**src/rtl/rshift_seq_pkg.sv**
```systemverilog
// Shared definitions for the multi-cycle right shifter.
// Optional sign-fill support is enabled with the RSHIFT_ARITH_EN macro.
package rshift_seq_pkg;

    typedef enum logic [1:0] {
        RS_IDLE  = 2'd0,
        RS_SHIFT = 2'd1,
        RS_DONE  = 2'd2
    } rs_state_e;

    localparam int unsigned RS_AMT_W    = 4;
    localparam int unsigned RS_STEP_BIG = 4;

    // Number of shift steps for a given amount: big steps first, then single bits.
    function automatic int unsigned rs_step_count(input logic [RS_AMT_W-1:0] amt);
        return int'(amt) / RS_STEP_BIG + int'(amt) % RS_STEP_BIG;
    endfunction

endpackage

```
**src/rtl/rshift_step.sv**
```systemverilog
// One combinational right-shift step: by RS_STEP_BIG bits or by one bit,
// with the vacated positions filled from a single fill bit.
module rshift_step
    import rshift_seq_pkg::*;
#(
    parameter int WIDTH = 16
) (
    input  logic [WIDTH-1:0] value,
    input  logic             big,
    input  logic             fill,
    output logic [WIDTH-1:0] result
);

    always_comb begin
        if (big) begin
            result = {{RS_STEP_BIG{fill}}, value[WIDTH-1:RS_STEP_BIG]};
        end else begin
            result = {fill, value[WIDTH-1:1]};
        end
    end

endmodule

```
**src/rtl/rshift_seq.sv**
```systemverilog
// Multi-cycle right shifter: 4 bits per step while >=4 remain, else 1 bit.
// Define RSHIFT_ARITH_EN to honour the arith input (sign fill).
module rshift_seq
    import rshift_seq_pkg::*;
#(
    parameter int WIDTH = 16
) (
    input  logic                clk,
    input  logic                reset,
    input  logic                start,
    input  logic [WIDTH-1:0]    in,
    input  logic [RS_AMT_W-1:0] amt,
    input  logic                arith,
    output logic [WIDTH-1:0]    out,
    output logic                busy,
    output logic                done
);

    rs_state_e           state_q, state_d;
    logic [WIDTH-1:0]    out_q, out_d;
    logic [RS_AMT_W-1:0] rem_q, rem_d;
    logic                busy_q, busy_d;
    logic                done_q, done_d;
    logic                step_big;
    logic                step_fill;
    logic [WIDTH-1:0]    step_out;

`ifdef RSHIFT_ARITH_EN
    logic fill_q, fill_d;

    assign step_fill = fill_q;
`else
    logic unused_arith;

    assign unused_arith = arith;
    assign step_fill    = 1'b0;
`endif

    assign step_big = (rem_q >= RS_AMT_W'(RS_STEP_BIG));

    rshift_step #(
        .WIDTH (WIDTH)
    ) u_step (
        .value  (out_q),
        .big    (step_big),
        .fill   (step_fill),
        .result (step_out)
    );

    always_comb begin
        state_d = state_q;
        out_d   = out_q;
        rem_d   = rem_q;
`ifdef RSHIFT_ARITH_EN
        fill_d  = fill_q;
`endif
        case (state_q)
            RS_IDLE: begin
                if (start) begin
                    out_d   = in;
                    rem_d   = amt;
`ifdef RSHIFT_ARITH_EN
                    fill_d  = arith & in[WIDTH-1];
`endif
                    state_d = (amt == '0) ? RS_DONE : RS_SHIFT;
                end
            end
            RS_SHIFT: begin
                out_d = step_out;
                rem_d = step_big ? rem_q - RS_AMT_W'(RS_STEP_BIG) : rem_q - 1'b1;
                if (rem_d == '0) begin
                    state_d = RS_DONE;
                end
            end
            RS_DONE: begin
                state_d = RS_IDLE;
            end
            default: begin
                state_d = RS_IDLE;
            end
        endcase
        // busy follows the next state so it is high in the cycle after acceptance
        busy_d = (state_d != RS_IDLE);
        done_d = (state_q == RS_DONE);
    end

    always_ff @(posedge clk or posedge reset) begin
        if (reset) begin
            state_q <= RS_IDLE;
            out_q   <= '0;
            rem_q   <= '0;
            busy_q  <= 1'b0;
            done_q  <= 1'b0;
`ifdef RSHIFT_ARITH_EN
            fill_q  <= 1'b0;
`endif
        end else begin
            state_q <= state_d;
            out_q   <= out_d;
            rem_q   <= rem_d;
            busy_q  <= busy_d;
            done_q  <= done_d;
`ifdef RSHIFT_ARITH_EN
            fill_q  <= fill_d;
`endif
        end
    end

    assign out  = out_q;
    assign busy = busy_q;
    assign done = done_q;

endmodule

```
**config.mk**
```make
export PLATFORM = sky130hd
export DESIGN_NAME = rshift_seq
export DESIGN_NICKNAME = d
export VERILOG_FILES = /design/src/rtl/rshift_seq_pkg.sv /design/src/rtl/rshift_step.sv /design/src/rtl/rshift_seq.sv
export SDC_FILE = /design/constraint.sdc
export NUM_CORES = 1
export LEC_CHECK = 0
export ABC_AREA = 0
export CAP_MARGIN = 20
export CORE_MARGIN = 2
export CORE_UTILIZATION = 42
export DETAILED_ROUTE_END_ITERATION = 12
export PLACE_DENSITY = 0.75
export SLEW_MARGIN = 20
export SYNTH_ARGS = -nofsm -noshare
export SYNTH_HDL_FRONTEND = slang
export SYNTH_HIERARCHICAL = 1
export SYNTH_SLANG_ARGS = --single-unit
```
**constraint.sdc**
```tcl
create_clock -name clk -period 1.7 [get_ports clk]
set_clock_uncertainty 0.2 [all_clocks]
set_input_delay 0.255 -clock clk [delete_from_list [all_inputs] [get_ports clk]]
set_output_delay 0.255 -clock clk [all_outputs]
set_load 0.02 [all_outputs]
```
==> impl_metrics.toml <==
[worst_setup_path]
end_kind = "flip-flop"
crit_type = "flip-flop to flip-flop"
required_ns = 1.71
cp_max_fo = 2
crit_path_start_kind = "flip-flop"
arrival_ns = 1.78

[clock_network]
cts_tree = "yes"
clock_latency_ns = 0.30
clockRootBuffer = "clkbuf_4"
cts_made_buffers = 3
path_clk_slew_ns = 0.13
clockBufferDepth = 2
htree_levels = 1
cts.sink_count = 24

[yosys]
ys_top_cells_by_area = "dfrtp_1 (41%), mux2i_1 (11%), mux2_4 (10%)"
synth_area_per_cell_um2 = 10.1
yosys.cell_types.count = 32
yosys-top-cells-count = "dfrtp_1 (24), nand2_1 (20), o21ai_0 (20)"
synth_area_leader_cell = "dfrtp_1"
syn_inst = 144
ys.flop_type = "dfrtp_1"
muxShareOfSynthArea_pct = 25.3
synth_xor_area_share_pct = 0
synth_simple_gate_area_share_pct = 11.6
synthAdderAreaFrac_pct = 1.73
syn_area_mm2 = 0.00145
synth-seq-cells = 24
synth_top_family_by_area = "multiplexers"
yosysSeqAreaShare_pct = 41.4
synthArstFlopShare_pct = 100
synth_compound_area_share_pct = 12.9
ys.warnings.count = 6
synth.top_cell.area_share_pct = 41.4
synth_most_common_cell = "dfrtp_1"
synth_enable_flop_cells = 0

[sta]
drv_slew = 0
fin_crit_ns = 1.77
hold_viol_final = 0
rsz0062_at_grt = "yes"
holdWs_ns = 0.0865
fin_crit_sh_pct = 104
setup_viol = 1
fin_ws_ns = -0.0704
max_freq_ghz = 0.565

[route]
drtAntennaViolNets = 0
vias_per_cell = 5.08
wl_per_cell_um = 14.3
vias = 1249
wl_mm = 3.52
dr.pass1.iters = 4
first_iter_violations = 43
drc = 0

[floorplan]
core_mm2 = 0.00334
die_h_um = 62.8
row_count = 21
start_util_pct = 43.5
ios = 42
dieWidth_um = 62.8
die-area_mm2 = 0.00394

[global_routing]
grt_pass1_vias = 1282
grt_antenna_before_repair = 0
grt_usage_pct = 18.8
grt_max_degree = 30
gr-total-overflow = 0
grt_pass1_wl_mm = 5.96

[place]
gp_congestion = 0.791
place.detailed.hpwl_mm = 2.58
dp_cells = 241
port_buffers = 40
place_area_mm2 = 0.00202

[cells_and_area]
finalInstanceArea_mm2 = 0.00210
nets = 228
antenna_cells = 0
fillers = 302
layoutNonFillerInstCount = 246
drive_gt1_share_pct = 25.5
area_growth_pct = 44.9

[run]
maxCapViolations = 0

[status]
failed_checks = "negative setup slack"
status = "complete, but fails checks"

[pwr]
p_per_area_mw_per_mm2 = 1930
p_leak_nw = 1.01
peakVddDrop_mv = 0.769

[hold_path]
holdCritPathClass = "input port to async pin"
-- cells by family after synthesis --
family | Yosys count
AO/OA/AOI/OAI | 32
AND/OR/NAND/NOR | 37
buffers and inverters | 17
adder cells (fa/ha/maj) | 2
multiplexers | 31
flip-flops | 24
other | 1
-- path summary, 6_finish.rpt --
check	from	end	slack [ns]	cells after the start
worst min register to register	rem_q[0]$_DFFE_PP0P_	rem_q[0]$_DFFE_PP0P_	0.37	1
worst max register to register	rem_q[3]$_DFFE_PP0P_	state_q[1]$_DFF_PP0_	-0.07	5
max in group asynchronous	reset	out[13]$_DFFE_PP0P_	0.97	3
worst max-delay path	rem_q[3]$_DFFE_PP0P_	state_q[1]$_DFF_PP0_	-0.07	5
worst min-delay path	reset	out[4]$_DFFE_PP0P_	0.09	3
min in group clk	rem_q[0]$_DFFE_PP0P_	rem_q[0]$_DFFE_PP0P_	0.37	1
-- cells in the final DEF, fill, tap and decap left out, types with 2 or more instances in the layout --
cell type,instances
mux2i_1,16
nand2_1,19
buf_4,15
buf_12,2
nor2b_2,2
dlygate4sd2_1,18
a21oi_1,2
inv_1,5
clkdlybuf4s50_1,22
conb_1,4
mux2_2,5
mux2_4,10
dfrtp_1,24
buf_6,3
nor2_1,6
o22a_1,2
nand2b_1,2
clkbuf_4,3
o21ai_0,18
-- worst max-delay path, stage by stage, from the launching register on --
cell and delay (ns):
dfrtp_1 0.43, buf_6 0.14, or4_4 0.43, a31oi_4 0.20
a21oi_2 0.07, a22o_1 0.22
-- where the power goes --
group	switching (mW)	internal, mW
Sequential	0.284	0.851
Combinational	1.27	1.39
Clock	0.163	0.0826
-- metrics by stage --
stage	utilization, %	TNS (ns)	setup WS, ns	power, mW
floorplan	-	0	0.000976	2.69
global placement	60.7	-0.734	-0.0591	3.61
detailed placement	60.7	-1.30	-0.124	3.70
CTS	62.2	-0.0771	-0.0771	3.97
global route	63.0	-0.559	-0.116	4.37
finish	63.0	-0.0704	-0.0704	4.05
-- area by class of cell --
cell class / instances / area, µm² / area share (%)
Timing Repair Buffer: 60 / 564 / 26.9
Sequential cell: 24 / 601 / 28.6
Inverter: 7 / 28.8 / 1.37
Clock buffer: 3 / 22.5 / 1.07
Multi-Input combinational cell: 106 / 827 / 39.4
Tap cell: 46 / 57.6 / 2.74
-- flip-flops by register name, indices dropped and copies added (netlist names) --
name and flops:
state_q 2, busy 1, rem_q 4, done 1
out 16
-- timing repair --
action	4_1_cts	5_1_grt
buffers inserted	3	0
endpoints found under the setup margin	34	18
pin swaps	3	1
resized for setup	28	6
hold endpoints to repair	0	0
hold buffers	0	0
gates cloned	0	0
-- metal layers --
metal | global-route usage (%) | wire length, µm | vias to the layer above
met5 | 0 | 0 | -
met2 | 33.5 | 1780 | 35
met1 | 24.6 | 1550 | 595
li1 | - | - | 617
met3 | 2.16 | 149 | 2
met4 | 4.17 | 33 | 0
No activity file was read; power rests on OpenSTA's default activity.
